$ cat src/rtl/slave_port_ctrl_if.sv
// Bus bundle for slave_port_ctrl: the serial master-side handshake pair and the
// parallel memory-side strobes.
//   slave  modport : the port controller (drives slave_*, rd_bus and mem_* strobes)
//   master modport : the bus master / memory model (drives wr_bus, mode, ready/valid in)
interface slave_port_ctrl_if #(
  parameter int unsigned ADDR_WIDTH = 12,
  parameter int unsigned DATA_WIDTH = 8
);
  // Serial write side
  logic                  mode;
  logic                  wr_bus;
  logic                  master_valid;
  logic                  slave_ready;
  // Serial read side
  logic                  rd_bus;
  logic                  slave_valid;
  logic                  master_ready;
  logic                  slave_split;
  // Memory side
  logic [ADDR_WIDTH-1:0] mem_addr;
  logic [DATA_WIDTH-1:0] mem_wdata;
  logic                  mem_we;
  logic                  mem_re;
  logic [DATA_WIDTH-1:0] mem_rdata;
  logic                  mem_rvalid;

  modport slave (
    input  mode, wr_bus, master_valid, master_ready, mem_rdata, mem_rvalid,
    output slave_ready, rd_bus, slave_valid, slave_split,
           mem_addr, mem_wdata, mem_we, mem_re
  );

  modport master (
    output mode, wr_bus, master_valid, master_ready, mem_rdata, mem_rvalid,
    input  slave_ready, rd_bus, slave_valid, slave_split,
           mem_addr, mem_wdata, mem_we, mem_re
  );
endinterface

$ cat src/rtl/slave_port_ctrl.sv
// slave_port_ctrl: serial-bus slave port in front of a single-port memory.
// A transaction starts with mode + ADDR_WIDTH address bits (MSB first) on wr_bus;
// writes follow with DATA_WIDTH data bits and a one-cycle mem_we, reads issue a
// one-cycle mem_re, wait for mem_rvalid and return DATA_WIDTH bits on rd_bus.
// Ports:
//   clk, rstn : clock (rising edge) and asynchronous active-low reset
//   bus       : slave_port_ctrl_if.slave (serial handshakes + memory strobes)
// Build option:
//   SLAVE_SPLIT_EN : when defined, a read waiting SPLIT_TIMEOUT cycles raises
//                    slave_split and parks in SPLIT until the memory answers.
module slave_port_ctrl #(
  parameter int unsigned ADDR_WIDTH    = 12,
  parameter int unsigned DATA_WIDTH    = 8,
  parameter int unsigned SPLIT_TIMEOUT = 4
) (
  input  logic                 clk,
  input  logic                 rstn,
  slave_port_ctrl_if.slave     bus
);

  localparam int unsigned MAX_W = (ADDR_WIDTH > DATA_WIDTH) ? ADDR_WIDTH : DATA_WIDTH;
  localparam int unsigned BC_W  = $clog2(MAX_W);

  // A zero timeout would split before the read strobe even left the port.
  if (SPLIT_TIMEOUT == 0) begin : g_bad_timeout
    $error("slave_port_ctrl: SPLIT_TIMEOUT must be at least 1");
  end

  typedef enum logic [2:0] {
    IDLE  = 3'd0,
    ADDR  = 3'd1,
    WDATA = 3'd2,
    WRITE = 3'd3,
    RREQ  = 3'd4,
    RWAIT = 3'd5,
    SPLIT = 3'd6,
    RDATA = 3'd7
  } state_t;

  state_t                state;
  state_t                next_state;
  logic                  mode_q;
  logic [BC_W-1:0]       bit_cnt;
  logic [DATA_WIDTH-1:0] rd_sr;
  logic                  wr_hs;
  logic                  rd_hs;
  logic                  cnt_last;

  assign wr_hs    = bus.master_valid & bus.slave_ready;
  assign rd_hs    = bus.slave_valid & bus.master_ready;
  assign cnt_last = (bit_cnt == '0);

`ifdef SLAVE_SPLIT_EN
  localparam int unsigned WC_W = $clog2(SPLIT_TIMEOUT + 1);
  logic [WC_W-1:0] wait_cnt;
  logic            wait_expire;
  // The split is taken in the cycle the counter steps onto SPLIT_TIMEOUT.
  assign wait_expire = ((wait_cnt + WC_W'(1)) == WC_W'(SPLIT_TIMEOUT));
`endif

  // State register
  always_ff @(posedge clk or negedge rstn) begin : p_state
    if (!rstn) state <= IDLE;
    else       state <= next_state;
  end

  // Next-state decode
  always_comb begin : p_next
    next_state = state;
    case (state)
      IDLE:  if (wr_hs) next_state = ADDR;
      ADDR:  if (wr_hs && cnt_last) next_state = mode_q ? WDATA : RREQ;
      WDATA: if (wr_hs && cnt_last) next_state = WRITE;
      WRITE: next_state = IDLE;
      RREQ:  next_state = RWAIT;
      RWAIT: begin
        if (bus.mem_rvalid) next_state = RDATA;
`ifdef SLAVE_SPLIT_EN
        else if (wait_expire) next_state = SPLIT;
`endif
      end
      SPLIT: begin
`ifdef SLAVE_SPLIT_EN
        if (bus.mem_rvalid) next_state = RDATA;
`else
        next_state = IDLE;
`endif
      end
      RDATA: if (rd_hs && cnt_last) next_state = IDLE;
      default: next_state = IDLE;
    endcase
  end

  // Output decode; slave_split drops combinationally with mem_rvalid
  always_comb begin : p_outputs
    bus.slave_ready = 1'b0;
    bus.slave_valid = 1'b0;
    bus.rd_bus      = 1'b0;
    bus.slave_split = 1'b0;
    bus.mem_we      = 1'b0;
    bus.mem_re      = 1'b0;
    case (state)
      IDLE, ADDR, WDATA: bus.slave_ready = 1'b1;
      WRITE: bus.mem_we = 1'b1;
      RREQ:  bus.mem_re = 1'b1;
      SPLIT: begin
`ifdef SLAVE_SPLIT_EN
        bus.slave_split = ~bus.mem_rvalid;
`endif
      end
      RDATA: begin
        bus.slave_valid = 1'b1;
        bus.rd_bus      = rd_sr[DATA_WIDTH-1];
      end
      default: ;
    endcase
  end

  // Shift registers, bit counter and read-wait counter
  always_ff @(posedge clk or negedge rstn) begin : p_datapath
    if (!rstn) begin
      mode_q        <= 1'b0;
      bit_cnt       <= '0;
      rd_sr         <= '0;
      bus.mem_addr  <= '0;
      bus.mem_wdata <= '0;
`ifdef SLAVE_SPLIT_EN
      wait_cnt      <= '0;
`endif
    end else begin
      case (state)
        IDLE: begin
          if (wr_hs) begin
            mode_q       <= bus.mode;
            bus.mem_addr <= {bus.mem_addr[ADDR_WIDTH-2:0], bus.wr_bus};
            bit_cnt      <= BC_W'(ADDR_WIDTH - 2);
          end
        end
        ADDR: begin
          if (wr_hs) begin
            bus.mem_addr <= {bus.mem_addr[ADDR_WIDTH-2:0], bus.wr_bus};
            bit_cnt      <= cnt_last ? BC_W'(DATA_WIDTH - 1) : bit_cnt - BC_W'(1);
          end
        end
        WDATA: begin
          if (wr_hs) begin
            bus.mem_wdata <= {bus.mem_wdata[DATA_WIDTH-2:0], bus.wr_bus};
            bit_cnt       <= bit_cnt - BC_W'(1);
          end
        end
        RREQ: begin
`ifdef SLAVE_SPLIT_EN
          wait_cnt <= '0;
`endif
        end
        RWAIT: begin
          if (bus.mem_rvalid) begin
            rd_sr   <= bus.mem_rdata;
            bit_cnt <= BC_W'(DATA_WIDTH - 1);
          end
`ifdef SLAVE_SPLIT_EN
          else if (wait_cnt != WC_W'(SPLIT_TIMEOUT)) begin
            wait_cnt <= wait_cnt + WC_W'(1);
          end
`endif
        end
        SPLIT: begin
`ifdef SLAVE_SPLIT_EN
          if (bus.mem_rvalid) begin
            rd_sr   <= bus.mem_rdata;
            bit_cnt <= BC_W'(DATA_WIDTH - 1);
          end
`endif
        end
        RDATA: begin
          if (rd_hs) begin
            rd_sr   <= {rd_sr[DATA_WIDTH-2:0], 1'b0};
            bit_cnt <= bit_cnt - BC_W'(1);
          end
        end
        default: ;
      endcase
    end
  end

endmodule

$ cat src/flat_wrapper.sv
// flat-port wrapper written by rule: the top's interface ports become plain ports
module slave_port_ctrl_flat 
#(
  parameter int unsigned ADDR_WIDTH    = 12,
  parameter int unsigned DATA_WIDTH    = 8,
  parameter int unsigned SPLIT_TIMEOUT = 4
)
  (clk, rstn, bus_mode, bus_wr_bus, bus_master_valid, bus_master_ready, bus_mem_rdata, bus_mem_rvalid, bus_slave_ready, bus_rd_bus, bus_slave_valid, bus_slave_split, bus_mem_addr, bus_mem_wdata, bus_mem_we, bus_mem_re);
  slave_port_ctrl_if #(.ADDR_WIDTH(ADDR_WIDTH), .DATA_WIDTH(DATA_WIDTH)) bus_i ();
  input  logic clk;
  input  logic rstn;
  input wire logic [$bits(bus_i.mode)-1:0] bus_mode;
  input wire logic [$bits(bus_i.wr_bus)-1:0] bus_wr_bus;
  input wire logic [$bits(bus_i.master_valid)-1:0] bus_master_valid;
  input wire logic [$bits(bus_i.master_ready)-1:0] bus_master_ready;
  input wire logic [$bits(bus_i.mem_rdata)-1:0] bus_mem_rdata;
  input wire logic [$bits(bus_i.mem_rvalid)-1:0] bus_mem_rvalid;
  output wire logic [$bits(bus_i.slave_ready)-1:0] bus_slave_ready;
  output wire logic [$bits(bus_i.rd_bus)-1:0] bus_rd_bus;
  output wire logic [$bits(bus_i.slave_valid)-1:0] bus_slave_valid;
  output wire logic [$bits(bus_i.slave_split)-1:0] bus_slave_split;
  output wire logic [$bits(bus_i.mem_addr)-1:0] bus_mem_addr;
  output wire logic [$bits(bus_i.mem_wdata)-1:0] bus_mem_wdata;
  output wire logic [$bits(bus_i.mem_we)-1:0] bus_mem_we;
  output wire logic [$bits(bus_i.mem_re)-1:0] bus_mem_re;
  assign bus_i.mode = bus_mode;
  assign bus_i.wr_bus = bus_wr_bus;
  assign bus_i.master_valid = bus_master_valid;
  assign bus_i.master_ready = bus_master_ready;
  assign bus_i.mem_rdata = bus_mem_rdata;
  assign bus_i.mem_rvalid = bus_mem_rvalid;
  assign bus_slave_ready = bus_i.slave_ready;
  assign bus_rd_bus = bus_i.rd_bus;
  assign bus_slave_valid = bus_i.slave_valid;
  assign bus_slave_split = bus_i.slave_split;
  assign bus_mem_addr = bus_i.mem_addr;
  assign bus_mem_wdata = bus_i.mem_wdata;
  assign bus_mem_we = bus_i.mem_we;
  assign bus_mem_re = bus_i.mem_re;
  slave_port_ctrl #(.ADDR_WIDTH(ADDR_WIDTH), .DATA_WIDTH(DATA_WIDTH), .SPLIT_TIMEOUT(SPLIT_TIMEOUT)) u_core (.clk(clk), .rstn(rstn), .bus(bus_i));
endmodule
$ cat config.mk
export PLATFORM = sky130hd
export DESIGN_NAME = slave_port_ctrl_flat
export DESIGN_NICKNAME = d
export VERILOG_FILES = /design/src/rtl/slave_port_ctrl_if.sv /design/src/rtl/slave_port_ctrl.sv /design/src/flat_wrapper.sv
export SDC_FILE = /design/constraint.sdc
export NUM_CORES = 1
export LEC_CHECK = 0
export CAP_MARGIN = 20
export CORE_MARGIN = 1.5
export CORE_UTILIZATION = 30
export DETAILED_ROUTE_END_ITERATION = 16
export DONT_BUFFER_PORTS = 1
export PLACE_DENSITY = 0.44
export SLEW_MARGIN = 5
export SYNTH_ARGS = -nofsm -noshare
export SYNTH_HDL_FRONTEND = slang
export SYNTH_SLANG_ARGS = --single-unit
$ cat constraint.sdc
create_clock -name clk -period 1.98 [get_ports clk]
set_input_delay 0.297 -clock clk [delete_from_list [all_inputs] [get_ports clk]]
set_output_delay 0.297 -clock clk [all_outputs]
set_load 0.02 [all_outputs]
# [Word level (Yosys, flattened, before mapping)]
# Index checks and enable logic that the tools add are counted.
[totals] regBits=36
[op_classes] addsub=1 n_eq_ne=15 mux=22 bitwise_logic=2 n_reduce_logical=15
[ops] cell="$mux 4" n=6
[ops] cell="$pmux 3 s7" n=1
[ops] cell="$pmux 4 s5" n=1
[ops] cell="$mux 3" n=6
[ops] cell="$mux 8" n=2
[ops] cell="$pmux 8 s2" n=1
[ops] cell="$ne 2x1->1 const B" n=7
[ops] cell="$eq 3x3->1 const B" n=4
[ops] cell="$eq 3x2->1 const B" n=2
[ops] cell="$reduce_and 2->1" n=3
[ops] cell="$reduce_and 6->1" n=1
[ops] cell="$mux 1" n=5
[ops] cell="$reduce_and 5->1" n=1
[ops] cell="$reduce_bool 5->1" n=1
[ops] cell="$logic_not 4->1" n=1
[ops] cell="$reduce_or 2->1" n=2
[ops] cell="$sub 4x1->4 const B" n=1
[ops] cell="$eq 3x1->1 const B" n=1
[ops] cell="$logic_not 3->1" n=1
[ops] cell="$reduce_and 3->1" n=1
[ops] cell="$reduce_or 3->1" n=1
[ops] cell="$and 1x1->1" n=2
[ops] cell="$logic_and 1x1->1" n=2
[ops] cell="$ne 2x2->1 const B" n=1
[ops] cell="$reduce_bool 2->1" n=1

# [Longest topological paths before layout]
# Gate-level depths: netlist of the first run.
[logic_depth] depth_word=7 ltp_mapped=6

# [Worst setup path before layout of the first run]
# No wires, ideal clock.
[synth_timing] kind="reg2reg" from="reg u_core.bit_cnt[0]" to="reg u_core.state[2]" setup_time_ns=0.126 arrival_ns=1.399 slack_ns=0.455 path_stages_with_launch=7 path_buffers=0 path_cell_list="dfrtp_1 > inv_1 > ha_1 > nor4bb_1 > o32a_1 > a31oi_1 > a21oi_1"
[synth_between] elab_chain_len=4 elab_cells_between_ends=7 classes_between="eq/ne (3); reduce/logical (4)"
[synth_rtl] element="start: declaration" line_no="slave_port_ctrl.sv:43" source="logic [BC_W-1:0] bit_cnt;"
[synth_rtl] element="start signal: assignment" line_no="slave_port_ctrl.sv:136" source="bit_cnt <= BC_W'(ADDR_WIDTH - 2);"
[synth_rtl] element="start signal: assignment" line_no="slave_port_ctrl.sv:142" source="bit_cnt <= cnt_last ? BC_W'(DATA_WIDTH - 1) : bit_cnt - BC_W'(1);"
[synth_rtl] element="start signal: assignment" line_no="slave_port_ctrl.sv:148" source="bit_cnt <= bit_cnt - BC_W'(1);"
[synth_rtl] element="$logic_not 4->1 (*)" line_no="slave_port_ctrl.sv:51" source="assign cnt_last = (bit_cnt == '0);"
[synth_rtl] element="$logic_and 1x1->1 (on tied branches)" line_no="slave_port_ctrl.sv:89, slave_port_ctrl.sv:72, slave_port_ctrl.sv:73"
[synth_rtl] element="$ne 2x1->1 (no line)"
[synth_rtl] element="$reduce_and 5->1 (no line) (*)"
[synth_rtl] element="end signal: assignment" line_no="slave_port_ctrl.sv:64" source="else state <= next_state;"
[synth_rtl] element="end: declaration" line_no="slave_port_ctrl.sv:40" source="state_t state;"
# Every way passes the cells marked *; elsewhere a longest branch is shown, timed or not.
# A chain may end at the register's enable or synchronous reset.

# [Final worst setup path of the first run]
[layout_timing] from="reg u_core.bit_cnt[0]" to="reg u_core.bit_cnt[0]"
[layout_between] elab_chain_len=4 elab_cells_between_ends=7 classes_between="add/sub (1); mux (5); reduce/logical (1)"
[layout_rtl] element="$sub 4x1->4 / $logic_not 4->1 (equally long branches)"
[layout_rtl] element="$mux 4" line_no="slave_port_ctrl.sv:142"
[layout_rtl] element="$mux 4" line_no="slave_port_ctrl.sv:140" source="if (wr_hs) begin"
[layout_rtl] element="$pmux 4 s5 (*)" line_no="slave_port_ctrl.sv:131" source="case (state)"
# Every way passes the cells marked *; elsewhere a longest branch is shown, timed or not. The select of a mux whose other input is x is not followed.

==> results.ini, run 1 <==
[status]
status=completed

[pwr]
p_clk_share_pct=18.6
power_frac_seq_pct=44.1
combPwrFrac_pct=37.3
switchingPower_mw=1.42
power.density_nw_per_um2=1680
power.leakage_nw=0.951
intPower_mw=2.01
vdd_drop_max_mv=0.731
sw_frac_of_total_pct=41.4

[placed_design]
port-buffer-count=0
gp_congestion=0.848
pre_cts_ws_ps=254
placedCellCount=232
hpwlAfterDp_um=2710

[synthesis]
synth-seq-cells=36
synth_top_cell_area_share_pct=48.4
syn_nets=177
yosys_warnings=0
yosys.cell_count.top_type=dfrtp_1
synth_edf_count=0
seq_area_frac_synth_pct=48.4
netlist_area_um2=1860
synth_top_area_cell=dfrtp_1
synthCells=161
avgSynthCellArea_um2=11.6
yosysUniqueCellTypes=45
synth_ff_type=dfrtp_1
async_reset_ff_share_pct=100
yosys-top-cells-count=36 x dfrtp_1, 17 x mux2_1, 14 x nand2_1
yosys-top-cells-area=dfrtp_1 48%, mux2_1 10%, mux2i_1 4.8%

[global_routing]
grt_max_degree=37
antenna_found_initial=0
grt_pass1_wl_um=6310
grt_usage_pct=12.6
grt_overflow=0
grt_pass1_vias=1318

[setup_path]
start_kind=register
crit_type=register to register
worstPathRequired_ps=2180
worst-path-max-fanout=6
reg2reg_depth=6
crit_arrival_ps=1970
end_kind=register

[drt]
wl_met3_um=253
vias_per_cell=5.04
drc=0
vias=1220
drt-met1-wl_um=1630
routed.top_layer=met4
wl_per_cell_um=15.7
drt_pass1_iterations=4
met2_length_um=1870
drt_iter0_markers=75
wl_um=3810
final_antenna_net_count=0

[clocking]
clk_pin_slew_ps=80
clk_latency_ps=290
htreeDepth=2
cts_setup_buffers=0
root_buffer=clkbuf_8
cts_tree=built
cts_made_buffers=5
clock_sinks=36
cts_max_path_buffers=2

[floorplanning]
initial_core_util_pct=31.3
die_h_um=81.8
ioPinCount=41
num_rows=28
core_area_um2=5960
dieWidth_um=81.8
dieArea_um2=6690

[final_layout]
layout-drive-gt1-share_pct=18.6
fin_nets=182
fin_util_pct=34.3
antenna_cells=0
regArea_um2=901
fillers=622
stdcell_count=242
multiInputGateArea_um2=831
syn2layout_area_growth_pct=9.68

[sta]
skew_ps=4.44
final_hold_viol_count=0
setup-violations-final=0
finalHoldWorstSlack_ps=136
setup_ws_ps=216
rsz0062_at_grt=no
period_needed_ps=1760
tns_ps=0
finalCritPeriodShare_pct=89.1
slew_viol_final=0
fmax_ghz=0.567

[worst_hold_path]
whs_path_depth=2
hold_class=primary input to register

[job]
maxCapViolCount=0

-- worst paths after layout --
kind / start / to / slack (ps)
worst max-delay path: u_core.bit_cnt[0] / u_core.bit_cnt[0] / 220
worst min-delay path: bus_mem_rdata[0] / u_core.rd_sr[0] / 140
worst max register to register: u_core.bit_cnt[0] / u_core.bit_cnt[0] / 220
worst min register to register: u_core.rd_sr[7] / u_core.rd_sr[7] / 480
max in group asynchronous: rstn / u_core.rd_sr[3] / 1320
min in group asynchronous: rstn / u_core.bus.mem_addr[6] / 470
-- sequential cells by signal (all words and copies together) (netlist names) --
name / cells
u_core.bit_cnt: 4
u_core.bus.mem_addr: 12
u_core.bus.mem_wdata: 8
u_core.mode_q: 1
u_core.rd_sr: 8
u_core.state: 3
-- through the flow --
step	instance area, um^2	total power, mW
2_1_floorplan	1860	2.60
3_3_place_gp	1900	2.76
3_5_place_dp	1900	2.80
4_1_cts	2040	3.47
5_1_grt	2040	3.71
6_report	2040	3.44
-- per-layer routing --
| layer | up-vias | GRT usage [%] |
|---|---|---|
| met5 | - | 0 |
| met3 | 7 | 4.11 |
| met2 | 33 | 20.9 |
| met4 | 0 | 5.08 |
| met1 | 601 | 14.9 |
| li1 | 579 | - |
-- area by class of cell --
cell class                      count  area share (%)
Timing Repair Buffer                9            4.04
Clock inverter                      2            1.72
Inverter                            7            1.29
Multi-Input combinational cell    107            40.7
Clock buffer                        6            3.55
Tap cell                           75            4.60
Sequential cell                    36            44.1
-- kinds of logic after synthesis --
family	after synthesis	share of synthesized area (%)
other cells	1	0.201
fa+ha+maj	1	0.672
compound gates	33	11.5
simple gates	38	12.4
mux	32	19.0
xor+xnor	2	0.941
buf+inv	18	6.99
flops	36	48.4
-- worst max-delay path, stage by stage, from the launching register on --
cell and delay [ps]:
dfrtp_1 410, inv_1 130, ha_1 260, nor3b_1 360, nor2_1 80, o221a_1 240
a211oi_2 210
-- power groups by stage --
| stage | Sequential [mW] | Clock, mW | Combinational (mW) |
|---|---|---|---|
| after global placement | 1.52 | 0 | 1.23 |
| after detailed placement | 1.53 | 0 | 1.27 |
| after global routing | 1.57 | 0.698 | 1.44 |
| after CTS | 1.52 | 0.659 | 1.29 |
| final | 1.52 | 0.640 | 1.28 |
| after floorplan | 1.42 | 0 | 1.18 |
-- placed cells by master (no fill, tap or decap), types with 3 or more instances in the layout --
master | netlist | layout
and2_1 | 5 | 5
clkbuf_8 | 0 | 5
mux2_2 | 5 | 5
o21ai_1 | 10 | 10
o21ai_0 | 3 | 3
inv_1 | 5 | 5
mux2_1 | 17 | 17
nand2_1 | 14 | 14
nand3_2 | 3 | 3
dfrtp_1 | 36 | 36
buf_4 | 5 | 7
a21oi_1 | 6 | 6
mux2i_1 | 9 | 9
nor2_1 | 3 | 3
-- timing repair --
item,CTS,global route
hold buffers,2,0
setup endpoints to repair,0,0
endpoints found under the hold margin,36,0
resized for setup,0,0
Note: power is estimated with default switching activity, not from simulation.
==> inputs of run 2 (changes only) <==
- ABC_AREA: default -> 1
- RECOVER_POWER: default -> 25
==> results.ini, run 2 <==
[status]
status=completed

[synthesis]
yosys.cell_count.top_type=nand2_1
yosysUniqueCellTypes=25  ; -44%
async_reset_ff_share_pct=100  ; unchanged
netlist_area_um2=1890  ; +1.7%
synth_edf_count=0  ; unchanged
yosys-top-cells-area=dfrtp_1 48%, nand2_1 15%, o21ai_0 5.8%
syn_nets=256  ; +45%
synth_top_cell_area_share_pct=47.6  ; -0.83 points
yosys_warnings=0  ; unchanged
avgSynthCellArea_um2=7.89  ; -32%
synth_ff_type=dfrtp_1
synthCells=240  ; +49%
synth_top_area_cell=dfrtp_1
yosys-top-cells-count=74 x nand2_1, 36 x dfrtp_1, 28 x inv_1
synth-seq-cells=36  ; unchanged
seq_area_frac_synth_pct=47.6  ; -0.83 points

[sta]
final_hold_viol_count=0  ; unchanged
finalCritPeriodShare_pct=89.4  ; +0.32 points
setup-violations-final=0  ; unchanged
slew_viol_final=0  ; unchanged
skew_ps=7.78  ; +3.34 ps
rsz0062_at_grt=no
worst-slew-pin-transition_ps=892
period_needed_ps=1770  ; +6.37 ps
setup_ws_ps=209  ; -6.37 ps
worst_slew_margin_rel_pct=40.6
tns_ps=0  ; unchanged
finalHoldWorstSlack_ps=148  ; +11.9 ps
fmax_ghz=0.565  ; -0.36%

[setup_path]
end_kind=primary output
start_kind=register
crit_type=register to primary output
crit_arrival_ps=1470  ; -500 ps
worstPathRequired_ps=1680  ; -500 ps
worst-path-max-fanout=13  ; +7

[final_layout]
mostFrequentLayoutCell=nand2_1
fin_util_pct=33.6  ; -0.67 points
most-common-layout-cells=74 x nand2_1, 36 x dfrtp_1, 28 x inv_1, 22 x o21ai_0, 17 x nor2_1
syn2layout_area_growth_pct=6.94
fin_nets=257  ; +41%
fin_area_um2=2030  ; -0.80%
layout-drive-gt1-share_pct=13.6  ; -4.9 points
largestRegisters=u_core.bus.mem_addr x12, u_core.bus.mem_wdata x8, u_core.rd_sr x8
regMostFlops=u_core.bus.mem_addr
largest_reg_flops=12  ; unchanged
stdcell_count=317  ; +31%
antenna_cells=0  ; unchanged

[pwr]
power_mw=3.52  ; +2.2%
power.leakage_nw=1.05  ; +11%
power.density_nw_per_um2=1740  ; +3.1%
p_clk_share_pct=15.4  ; -3.2 points
vdd_drop_max_mv=0.572  ; -22%
combPwrFrac_pct=38.7  ; +1.4 points
switchingPower_mw=1.70  ; +19%
intPower_mw=1.82  ; -9.8%
sw_frac_of_total_pct=48.3  ; +6.9 points
power_frac_seq_pct=45.9  ; +1.8 points

[clocking]
root_buffer=clkbuf_8
clk_pin_slew_ps=80  ; about the same
cts_tree=built
clock_sinks=36  ; unchanged
cts_setup_buffers=0  ; unchanged
clk_latency_ps=300  ; about the same
htreeDepth=2  ; unchanged
cts_made_buffers=5  ; unchanged
cts_max_path_buffers=2  ; unchanged
post_cts_resized=0  ; unchanged

[drt]
wl_um=3820  ; +0.42%
vias=1434  ; +18%
drt_pass1_iterations=5  ; +1
drt_iter0_markers=51  ; -32%
wl_per_cell_um=12.1  ; -23%
final_antenna_net_count=0  ; unchanged
vias_per_cell=4.52  ; -10%
drc=0  ; unchanged

[job]
maxCapViolCount=0  ; unchanged

[placed_design]
dpl_cell_area_um2=1920  ; +0.85%
pre_cts_ws_ps=313  ; +59.3 ps
gp_congestion=0.763  ; -10%
port-buffer-count=0  ; unchanged
placedCellCount=307  ; +32%
hpwlAfterDp_um=2830  ; +4.2%

[floorplanning]
dieArea_um2=6800  ; +1.7%
dieWidth_um=82.5  ; +0.84%
ioPinCount=41  ; unchanged
die_h_um=82.5  ; +0.84%
core_area_um2=6030  ; +1.2%
num_rows=28  ; unchanged
initial_core_util_pct=31.4  ; +0.18 points

[global_routing]
grt_overflow=0  ; unchanged
antenna_found_initial=0  ; unchanged
grt_usage_pct=13.0  ; +0.43 points
grt_pass1_wl_um=6610  ; +4.7%
grt_pass1_vias=1476  ; +12%
grt_max_degree=37  ; unchanged

[worst_hold_path]
hold_class=primary input to register

-- run 2: changes by cell type in the layout (fill, tap and decap cells not counted), moves of 14 or more --
cell     before  now
mux2_1       17    0
o21ai_0       3   22
nor2_1        3   17
inv_1         5   28
nand2_1      14   74
nand3_1       0   14
-- run 2: layer usage --
layer | vias up | track usage [%] | wire length (um)
met4 | 0 | 5.08 | 48
met5 | - | 0 | 0
met3 | 4 | 4.29 | 202
met2 | 26 | 21.0 | 1770
li1 | 756 | - | -
met1 | 648 | 16.0 | 1800
-- run 2: worst paths after layout --
kind / from / endpoint / slack (ps) / cells after the start
setup / recovery: u_core.state[2] / bus_rd_bus / 210 / 2
hold / removal: bus_master_valid / u_core.bus.mem_wdata[3] / 150 / 2
setup reg to reg: u_core.state[2] / u_core.rd_sr[4] / 330 / 3
hold reg to reg: u_core.bit_cnt[0] / u_core.bit_cnt[0] / 480 / 2
max in group asynchronous: rstn / u_core.bit_cnt[1] / 750 / 2
min in group asynchronous: rstn / u_core.bus.mem_addr[11] / 670 / 2
-- run 2: layout make-up --
cell class	count	area, um^2
inverter	32	120
timing repair buffer	4	30.0
sequential	36	901
fill	670	4000
tap	75	93.8
multi-input combinational	162	791
clock inverter	3	21.3
clock buffer	5	68.8
-- run 2: what timing repair did --
action,4_1_cts,5_1_grt
setup endpoints to repair,0,0
hold buffers,2,0
hold endpoints to repair,36,0
-- run 2: power by group through the flow --
stage / combinational, mW / clock (mW) / sequential (mW)
4_1_cts: 1.40 / 0.563 / 1.62
5_1_grt: 1.61 / 0.594 / 1.68
2_1_floorplan: 1.28 / 0 / 1.50
3_3_place_gp: 1.38 / 0 / 1.63
3_5_place_dp: 1.37 / 0 / 1.63
6_report: 1.36 / 0.542 / 1.61
-- run 2: cells by family (layout without fill, tap and decap cells) --
kind of cell	Yosys count	in the layout	synth area share [%]
simple gates	122	122	29.5
buf+inv	42	44	10.7
fa+ha+maj	1	1	0.660
other cells	1	1	0.198
mux	2	2	1.19
flops	36	36	47.6
compound gates	36	36	10.2
-- run 2: worst max-delay path, stage by stage (launching register included) --
cell	delay, ps
dfrtp_1	600
nand3_4	220
nor2_1	360
==> inputs of run 3 (changes only) <==
- ABC_AREA: 1 -> default
==> results.ini, run 3 (synthesized netlist as in run 1, its figures left out) <==
[clocking]
htreeDepth=2  ; unchanged
clock_sinks=36  ; unchanged
cts_tree=built
root_buffer=clkbuf_8
cts_max_path_buffers=2  ; unchanged
clk_latency_ps=290  ; about the same
post_cts_resized=0  ; unchanged
clk_pin_slew_ps=80  ; about the same
cts_made_buffers=5  ; unchanged

[setup_path]
worstPathRequired_ps=2180  ; +500 ps
timing.rr.start=u_core.bit_cnt[0]
cp_slowest_cell=dfrtp_1
worst-path-max-fanout=6  ; -7
cp_cell_sequence=inv_1 > ha_1 > nor3b_1 > nor2_1 > o221a_1 > a211oi_2
end_kind=register
start_kind=register
crit_arrival_ps=1970  ; +500 ps
cp-startpoint=u_core.bit_cnt[0]
crit_type=register to register
cp_slowest_stage_delay_ps=410  ; -190 ps
crit_buf_inv=1  ; +1
cpLargestDelayFamily=compound AO/OA/AOI/OAI gates

[floorplanning]
die_h_um=81.8  ; -0.84%
initial_core_util_pct=31.3  ; -0.18 points
ioPinCount=41  ; unchanged
dieArea_um2=6690  ; -1.7%
num_rows=28  ; unchanged
core_area_um2=5960  ; -1.2%
dieWidth_um=81.8  ; -0.84%

[placed_design]
hpwlAfterDp_um=2710  ; -4.0%
pre_cts_ws_ps=254  ; -59.3 ps
port-buffer-count=0  ; unchanged
gp_congestion=0.848  ; +11%

[final_layout]
largestRegisters=u_core.bus.mem_addr x12, u_core.bus.mem_wdata x8, u_core.rd_sr x8
mostFrequentLayoutCell=dfrtp_1
layout-drive-gt1-share_pct=18.6  ; +4.9 points
largest_reg_flops=12  ; unchanged
syn2layout_area_growth_pct=8.87
most-common-layout-cells=36 x dfrtp_1, 17 x mux2_1, 14 x nand2_1, 10 x o21ai_1, 9 x mux2i_1
regMostFlops=u_core.bus.mem_addr
fin_nets=182  ; -29%
antenna_cells=0  ; unchanged

[sta]
final_hold_viol_count=0  ; unchanged
skew_ps=4.44  ; -3.34 ps
finalHoldWorstSlack_ps=136  ; -11.9 ps
fmax_ghz=0.567  ; +0.36%
tns_ps=0  ; unchanged
rsz0062_at_grt=no
period_needed_ps=1760  ; -6.37 ps
finalCritPeriodShare_pct=89.1  ; -0.32 points
worst-slew-pin-transition_ps=921  ; +29.5 ps
setup_ws_ps=216  ; +6.37 ps
slew_viol_final=0  ; unchanged
worst_slew_margin_rel_pct=38.6  ; -2.0 points
setup-violations-final=0  ; unchanged

[pwr]
power.leakage_nw=0.946  ; -10%
power.density_nw_per_um2=1690  ; -2.4%
sw_frac_of_total_pct=41.4  ; -6.9 points
p_clk_share_pct=18.6  ; +3.2 points
power_frac_seq_pct=44.2  ; -1.7 points
intPower_mw=2.01  ; +11%
vdd_drop_max_mv=0.731  ; +28%
combPwrFrac_pct=37.2  ; -1.5 points
switchingPower_mw=1.42  ; -16%

[global_routing]
grt_pass1_wl_um=6310  ; -4.5%
grt_overflow=0  ; unchanged
grt_usage_pct=12.6  ; -0.43 points
grt_max_degree=37  ; unchanged
grt_pass1_vias=1318  ; -11%
antenna_found_initial=0  ; unchanged

[worst_hold_path]
hold_class=primary input to register
min_from=bus_mem_rdata[0]

[job]
maxCapViolCount=0  ; unchanged

[drt]
drc=0  ; unchanged
vias_per_cell=5.04  ; +11%
drt_pass1_iterations=4  ; -1
vias=1219  ; -15%
final_antenna_net_count=0  ; unchanged
wl_per_cell_um=15.7  ; +30%
wl_um=3810  ; -0.44%
drt_iter0_markers=75  ; +47%

[status]
status=completed

==> run 3: layout make-up <==
cell class | instances | area (um^2)
clock buffer | 6 | 72.6
clock inverter | 2 | 35.0
fill | 624 | 3930
inverter | 7 | 26.3
multi-input combinational | 107 | 831
sequential | 36 | 901
tap | 75 | 93.8
timing repair buffer | 9 | 67.6
==> run 3: worst paths after layout <==
| path | end | slack, ps | depth (start not counted) |
|---|---|---|---|
| setup / recovery | u_core.bit_cnt[0] | 220 | 6 |
| hold / removal | u_core.rd_sr[0] | 140 | 2 |
| setup reg to reg | u_core.bit_cnt[0] | 220 | 6 |
| hold reg to reg | u_core.rd_sr[7] | 480 | 2 |
| max in group asynchronous | u_core.rd_sr[3] | 720 | 2 |
| min in group asynchronous | u_core.bus.mem_addr[6] | 690 | 2 |
==> run 3: what timing repair did <==
action                    CTS  global route
buffers inserted            0             0
hold endpoints to repair   36             0
hold buffers                2             0
==> run 3: per-stage QoR <==
stage	area, um^2	std cells	utilization [%]	power, mW
floorplan	1860	161	-	2.60
global placement	1900	232	32.0	2.76
detailed placement	1900	232	32.0	2.80
CTS	2040	242	34.3	3.47
global route	2030	242	34.0	3.70
finish	2030	242	34.0	3.43
==> run 3: worst reg2reg max path, cell delays in order, from the launching register on <==
cell and delay (ps):
dfrtp_1 410, inv_1 130, ha_1 260, nor3b_1 360
nor2_1 80, o221a_1 240, a211oi_2 210
==> run 3: power by group through the flow <==
| stage | clock network (mW) | registers, mW | logic, mW |
|---|---|---|---|
| floorplan | 0 | 1.42 | 1.18 |
| global placement | 0 | 1.52 | 1.23 |
| detailed placement | 0 | 1.53 | 1.27 |
| CTS | 0.659 | 1.52 | 1.29 |
| global route | 0.698 | 1.57 | 1.43 |
| finish | 0.640 | 1.52 | 1.28 |
==> run 3: metal layers <==
| layer | routed length, um | GRT usage [%] | vias to the layer above |
|---|---|---|---|
| met5 | 0 | 0 | - |
| met2 | 1870 | 20.9 | 33 |
| met4 | 55 | 5.08 | 0 |
| li1 | - | - | 579 |
| met1 | 1630 | 14.9 | 600 |
| met3 | 253 | 4.11 | 7 |
